## src/rtl/asrm_status_bank.sv

```systemverilog
// asrm_status_bank
// ----------------
// Bank of read-only status registers for ASRM peripherals. Each of the
// N_CH channels is DATA_WIDTH bits wide and has three bus-visible registers:
//   offset i          LIVE[i]   synchronised status_in, read-only
//   offset N_CH+i     STICKY[i] edge events, cleared by a read
//   offset 2*N_CH+i   MASK[i]   interrupt mask, read/write
// Offsets are relative to base_addr. Any other address is not selected.
// data_out is zero in every cycle that is not a selected read, so several
// banks can share an OR-combined read bus.
//
// Ports:
//   clk        system clock
//   reset      synchronous, active-low reset
//   enable     bus access strobe, one cycle per access
//   write_en   1 = write, 0 = read (qualified by enable)
//   addr       bus address
//   data_in    write data
//   data_out   registered read data (1-cycle latency)
//   status_in  peripheral status, channel i at [i*DATA_WIDTH +: DATA_WIDTH]
//   irq        registered OR of (STICKY & MASK) over all channels
module asrm_status_bank #(
    parameter int addr_size   = 16,
    parameter int base_addr   = 0,
    parameter int N_CH        = 2,
    parameter int DATA_WIDTH  = 8,
    parameter int SYNC_STAGES = 2,
    parameter int EDGE_MODE   = 0
) (
    input  logic                       clk,
    input  logic                       reset,
    input  logic                       enable,
    input  logic                       write_en,
    input  logic [addr_size-1:0]       addr,
    input  logic [DATA_WIDTH-1:0]      data_in,
    output logic [DATA_WIDTH-1:0]      data_out,
    input  logic [N_CH*DATA_WIDTH-1:0] status_in,
    output logic                       irq
);

    localparam int TW   = N_CH * DATA_WIDTH;
    localparam int WARM = SYNC_STAGES + 1;

    logic [TW-1:0]         sync_w;
    logic [DATA_WIDTH-1:0] sync_ch_w  [N_CH];
    logic [DATA_WIDTH-1:0] edge_w     [N_CH];
    logic [DATA_WIDTH-1:0] prev_reg   [N_CH];
    logic [DATA_WIDTH-1:0] sticky_reg [N_CH];
    logic [DATA_WIDTH-1:0] mask_reg   [N_CH];
    logic [N_CH-1:0]       live_sel;
    logic [N_CH-1:0]       sticky_sel;
    logic [N_CH-1:0]       mask_sel;

    logic [DATA_WIDTH-1:0] data_out_reg, data_out_next;
    logic                  irq_reg, irq_next;
    logic [2:0]            warm_cnt_reg;
    logic                  warm_done;
    logic [addr_size-1:0]  offset;
    logic                  rd_en, wr_en;

    assign offset = addr - addr_size'(base_addr);
    assign rd_en  = enable & ~write_en;
    assign wr_en  = enable & write_en;

    // Input synchroniser (bypassed entirely when SYNC_STAGES == 0).
    generate
        if (SYNC_STAGES == 0) begin : g_nosync
            assign sync_w = status_in;
        end else begin : g_sync
            logic [TW-1:0] sync_reg [SYNC_STAGES];
            always_ff @(posedge clk) begin
                if (!reset) begin
                    for (int k = 0; k < SYNC_STAGES; k++) sync_reg[k] <= '0;
                end else begin
                    sync_reg[0] <= status_in;
                    for (int k = 1; k < SYNC_STAGES; k++) sync_reg[k] <= sync_reg[k-1];
                end
            end
            assign sync_w = sync_reg[SYNC_STAGES-1];
        end
    endgenerate

    // Warm-up: edges are ignored until the synchroniser and prev flops have
    // been refilled from live inputs, so levels present at reset release
    // never look like events.
    assign warm_done = (warm_cnt_reg == 3'(WARM));

    always_ff @(posedge clk) begin
        if (!reset) begin
            warm_cnt_reg <= '0;
        end else if (!warm_done) begin
            warm_cnt_reg <= warm_cnt_reg + 3'd1;
        end
    end

    generate
        for (genvar gi = 0; gi < N_CH; gi++) begin : g_ch
            logic [DATA_WIDTH-1:0] raw_edge;

            assign sync_ch_w[gi] = sync_w[gi*DATA_WIDTH +: DATA_WIDTH];

            if (EDGE_MODE == 0) begin : g_rise
                assign raw_edge = sync_ch_w[gi] & ~prev_reg[gi];
            end else if (EDGE_MODE == 1) begin : g_fall
                assign raw_edge = ~sync_ch_w[gi] & prev_reg[gi];
            end else begin : g_both
                assign raw_edge = sync_ch_w[gi] ^ prev_reg[gi];
            end

            assign edge_w[gi]     = warm_done ? raw_edge : '0;
            assign live_sel[gi]   = (offset == addr_size'(gi));
            assign sticky_sel[gi] = (offset == addr_size'(N_CH + gi));
            assign mask_sel[gi]   = (offset == addr_size'(2*N_CH + gi));

            always_ff @(posedge clk) begin
                if (!reset) begin
                    prev_reg[gi]   <= '0;
                    sticky_reg[gi] <= '0;
                    mask_reg[gi]   <= '0;
                end else begin
                    prev_reg[gi] <= sync_ch_w[gi];
                    // Read-to-clear keeps any event arriving on the same
                    // edge, so set always wins over clear.
                    if (rd_en && sticky_sel[gi])
                        sticky_reg[gi] <= edge_w[gi];
                    else
                        sticky_reg[gi] <= sticky_reg[gi] | edge_w[gi];
                    if (wr_en && mask_sel[gi])
                        mask_reg[gi] <= data_in;
                end
            end
        end
    endgenerate

    // Read mux: at most one select is active, so OR-combining is exact.
    always_comb begin
        data_out_next = '0;
        irq_next      = 1'b0;
        for (int i = 0; i < N_CH; i++) begin
            if (rd_en && live_sel[i])   data_out_next = data_out_next | sync_ch_w[i];
            if (rd_en && sticky_sel[i]) data_out_next = data_out_next | sticky_reg[i];
            if (rd_en && mask_sel[i])   data_out_next = data_out_next | mask_reg[i];
            irq_next = irq_next | (|(sticky_reg[i] & mask_reg[i]));
        end
    end

    always_ff @(posedge clk) begin
        if (!reset) begin
            data_out_reg <= '0;
            irq_reg      <= 1'b0;
        end else begin
            data_out_reg <= data_out_next;
            irq_reg      <= irq_next;
        end
    end

    assign data_out = data_out_reg;
    assign irq      = irq_reg;

endmodule

```

## config.mk

```make
export PLATFORM = sky130hd
export DESIGN_NAME = asrm_status_bank
export DESIGN_NICKNAME = d
export VERILOG_FILES = /design/src/rtl/asrm_status_bank.sv
export SDC_FILE = /design/constraint.sdc
export NUM_CORES = 1
export LEC_CHECK = 0
export ABC_AREA = 1
export CAP_MARGIN = 10
export CORE_ASPECT_RATIO = 0.6
export CORE_UTILIZATION = 59
export CTS_CLUSTER_SIZE = 28
export DETAILED_ROUTE_END_ITERATION = 10
export HOLD_SLACK_MARGIN = 0.06
export PLACE_DENSITY = 0.85
export SETUP_SLACK_MARGIN = 0.3
export SYNTH_ARGS = -nofsm -noshare
export SYNTH_HDL_FRONTEND = slang
export SYNTH_SLANG_ARGS = --single-unit
```

## constraint.sdc

```tcl
create_clock -name clk -period 4.6 [get_ports clk]
set_input_delay 0.92 -clock clk [delete_from_list [all_inputs] [get_ports clk]]
set_output_delay 0.92 -clock clk [all_outputs]
set_load 0.02 [all_outputs]
```

# Yosys cells after proc, flatten, opt, wreduce, memory -nomap -nowiden
# Memory sizes are Yosys's and may differ from the RTL's.
# Cells that the tools add are included.
# word_totals
regBits,12
ram_bits,80
inputBits,44
output_inout_bits,9
elab_cells,90
memories,4
# classes
n_addsub,1
eq_ne,6
muxes,38
bitwise,27
reduce_logical,11
# mem_list
name,depth,word_bits,read_ports,rd_clocked_by_memory_dff,write_ports,line_no,source
g_sync.sync_reg,2,16,2,0,2,70,logic [TW-1:0] sync_reg [SYNC_STAGES];
mask_reg,2,8,2,0,2,49,logic [DATA_WIDTH-1:0] mask_reg [N_CH];
prev_reg,2,8,2,0,2,47,logic [DATA_WIDTH-1:0] prev_reg [N_CH];
sticky_reg,2,8,2,0,2,48,logic [DATA_WIDTH-1:0] sticky_reg [N_CH];
# op_table
op,count
2-to-1 mux 8 bit,16
OR 8 bit,7
AND 8 bit,4
== test 16 x 2 -> 1 bit (second input constant),2
== test 16 x 3 -> 1 bit (second input constant),2
2-to-1 mux 16 bit,2
2-to-1 mux 1 bit,20
== test 16 x 1 -> 1 bit (second input constant),1
zero test 16 bit,1
NOT 8 bit,2
OR reduction 8 bit,2
OR 1 bit,11
logical AND 1 bit,8
adder 3 x 1 -> 3 bit (second input constant),1
== test 3 x 2 -> 1 bit (second input constant),1
AND 1 bit,2
NOT 1 bit,1

# Longest topological paths before layout
# depth
word_depth,14
mapped_depth,9
depth_no_buf,8

# Least setup slack after synthesis
# No wires, ideal clock.
# synth_path
path_kind,input to register
startpoint,input port addr[15]
endpoint,"memory mask_reg[1][0], enable pin"
setup_ps,384
arrival_time_ps,2212
t_required_ps,4216
setup_slack_ps,2004
path_stages,6
n_path_buf,1
cell_sequence,nor2_1 nand2_1 nor2_4 buf_2 nand2_4 o21ai_0
# synth_lines
element,line_no,source
from (decl),34,"input logic [addr_size-1:0] addr,"
to (decl),49,

==> impl_metrics.toml <==
[status]
outcome = "complete, no violations"

[worst_setup_path]
cp_num_cells = 7
worstPathCellList = "clkdlybuf4s50_1 > inv_1 > nor2_4 > nand2_2 > nor2_4 > nand2_4 > o21ai_0"
r2r-start = "warm_cnt_reg[0]"
cp_common_cell = "nor2_4"
critPathBufInv = 2
worst-path-max-fanout = 9
worstPathArrival_ps = 3190
crit_slowest_cell = "o21ai_0"
cp-end-kind = "flop"
reg2regPathDepth = 6
slowest_delay_ps = 930
required_ps = 4580
r2r_slack_ps = 2790
setup.worst_path.class = "in -> reg"
crit_path_start_kind = "input pin"
worstReg2RegEnd = "sticky_reg[0][7]"
cp_top_family = "compound AO/OA/AOI/OAI gates"

[global_routing]
grt_usage_pct = 26.2
grt_first_pass_wirelength_mm = 13.5
antenna_found_initial = 0
grt_max_degree = 54
grt_pass1_vias = 2875
overflow = 0

[placed_design]
place.port_buffers = 52
placed_cells = 592
globalplace.congestion = 0.952
hpwl_mm = 6.20

[synthesis]
ys_seq_area_share_pct = 54.7
synth_top_area_cell = "dfxtp_1"
synth.avg_cell_area_um2 = 8.67
ys_types = 32
syn_inst = 456
synth_top_area_share_pct = 30.4
synth_area_mm2 = 0.00395
yosysWarnings = 0
ys_ff_latch = 92
synth_area_leaders = "dfxtp_1 30%, edfxtp_1 24%, nand2_1 10%, inv_1 7.3%, nand4_1 6.5%"

[sta]
finalSetupViolCount = 0
hold_ws_ps = 413
period_share_pct = 69.6
maxSlewViolCount = 0
rsz0062_at_grt = "false"
relSlewSlack_pct = 19.5
finalHoldViolCount = 0
period_needed_ps = 3200
tns_ps = 0
max_freq_ghz = 0.312
worst_clock_skew_ps = 5.52
worstMarginPinSlew_ps = 1200

[route]
ant_nets = 0
num_vias = 3172
drc = 0
routed_wl_mm = 8.47
wl_per_cell_um = 13.9
first_pass_iters = 5
viasPerCell = 5.22
drtIter0Drc = 245

[cts]
cts_tree = "built"
cts-root-buf = "clkbuf_8"
cts_buffers = 9
cts.path.max_buffers = 2
cts.sinks = 92
htree_levels = 3
cts_setup_buffers = 0
ctsResizeCount = 0
cts_hold_repair.buffers = 0
clk_latency_ps = 360
clk_pin_slew_ps = 80

[finish]
finalNonFillerCells = 608
largest_reg_flops = 32
area_delta_synth_final_pct = 20.6
layout-drive-gt1-share_pct = 9.92
num-nets-final = 565
n_antenna_cell = 0

[hold_path]
hold_depth = 2
min_to = "g_sync.sync_reg[0][24]"
hold_class = "reg -> reg"
min_from = "g_sync.sync_reg[0][8]"

[floorplan]
io-pin-count = 53
die_w_um = 108
floorplan.rows = 22
core_mm2 = 0.00628
dieArea_mm2 = 0.00704
dieHeight_um = 65.4
start_util_pct = 63.0

[pwr]
powerDensity_mw_per_mm2 = 339
combPwrFrac_pct = 8.7
sw_frac_of_total_pct = 22.9
clkPwrFrac_pct = 34.8
switchingPower_mw = 0.369
intPower_mw = 1.25
p_seq_share_pct = 56.4
leakagePower_nw = 2.29
peakVddDrop_v = 0.000294

[flow_run]
drv_cap = 0
==> metal layers <==
metal / wire length (um) / GRT usage (%) / part of all wire, %
met5: 0 / 0 / 0
met3: 825 / 8.43 / 9.7
met2: 3790 / 41.4 / 45
met4: 136 / 10.1 / 1.6
met1: 3710 / 33.7 / 44
==> cell usage after synthesis, drive strengths merged <==
| library cell | instances |
|---|---|
| or2 | 1 |
| a31oi | 1 |
| nand3 | 2 |
| dfxtp | 60 |
| a21oi | 25 |
| clkinv | 2 |
| ha | 2 |
| nand2 | 114 |
| buf | 11 |
| nand4 | 42 |
| edfxtp | 32 |
| nor2 | 56 |
| xor2 | 1 |
| conb | 1 |
| a221oi | 2 |
| clkbuf | 7 |
| o21ai | 10 |
| nand3b | 9 |
| inv | 78 |
==> worst reg2reg max path, cell delays in order, from the launching register on <==
cell and delay (ps):
dfxtp_1 360, ha_1 160, ha_1 600, inv_1 220, nor2_1 130, nand2_1 50
a21oi_1 140
==> kinds of logic after synthesis <==
kind of cell | share of synthesized area (%)
simple gates | 28.9
xor+xnor | 0.222
compound gates | 5.41
buf+inv | 10.0
flops | 54.7
fa+ha+maj | 0.633
other cells | 0.0948
==> per-stage QoR <==
step / setup slack, ps / total power, mW / cell area, um2 / util (%)
final: 1400 / 1.62 / 4770 / 76.0
after global routing: 1300 / 1.68 / 4770 / 76.0
after CTS: 1400 / 1.63 / 4770 / 76.0
after detailed placement: 1020 / 1.07 / 4560 / 72.6
after global placement: 1270 / 1.06 / 4560 / 72.6
after floorplan: 2000 / 0.999 / 4010 / -
==> cell usage in the layout (no fill, tap or decap) <==
| master | count |
|---|---|
| nand2_1 | 108 |
| inv_1 | 77 |
| dfxtp_1 | 60 |
| clkdlybuf4s50_1 | 51 |
| nand4_1 | 41 |
| nor2_1 | 36 |
| edfxtp_1 | 32 |
| a21oi_1 | 22 |
| conb_1 | 16 |
| nor2_2 | 11 |
| clkbuf_8 | 10 |
| nor2_4 | 8 |
| nand3b_1 | 8 |
| o21ai_1 | 6 |
| nand2_4 | 4 |
| clkinv_1 | 3 |
| o21ai_0 | 3 |
| a21oi_2 | 3 |
| buf_4 | 3 |
| nand2_2 | 2 |
| nand3_2 | 2 |
| a221oi_1 | 2 |
| ha_1 | 2 |
| clkbuf_1 | 2 |
| inv_2 | 1 |
| nand3b_2 | 1 |
| nor2_8 | 1 |
| xor2_1 | 1 |
| or2_1 | 1 |
| a31oi_1 | 1 |
| nand4_2 | 1 |
| o21ai_2 | 1 |
| clkbuf_16 | 1 |
| inv_6 | 1 |
| bufinv_16 | 1 |
| buf_2 | 1 |
==> area by class of cell <==
type                            instances  area, um2
Sequential cell                        92       2160
Fill cell                             478       1510
Multi-Input combinational cell        281       1450
Timing Repair Buffer                   55        538
Inverter                               80        300
Clock buffer                           13        170
Tap cell                               84        105
Clock inverter                          3       42.5
==> power by group through the flow <==
stage | clock network (mW) | logic [mW] | registers (mW)
final | 0.563 | 0.141 | 0.911
after global routing | 0.608 | 0.158 | 0.915
after CTS | 0.575 | 0.142 | 0.910
after detailed placement | 0 | 0.140 | 0.929
after global placement | 0 | 0.135 | 0.928
after floorplan | 0 | 0.0804 | 0.918
==> worst max path at each step <==
stage / end / slack (ps) / start
6_report: mask_reg[1][5] / 1400 / addr[0]
5_1_grt: mask_reg[1][4] / 1300 / addr[0]
4_1_cts: mask_reg[1][4] / 1400 / addr[0]
2_1_floorplan: mask_reg[1][0] / 2000 / addr[15]
3_3_place_gp: mask_reg[1][5] / 1270 / addr[0]
3_5_place_dp: mask_reg[1][5] / 1020 / addr[0]
No activity file was read; power rests on OpenSTA's default activity.
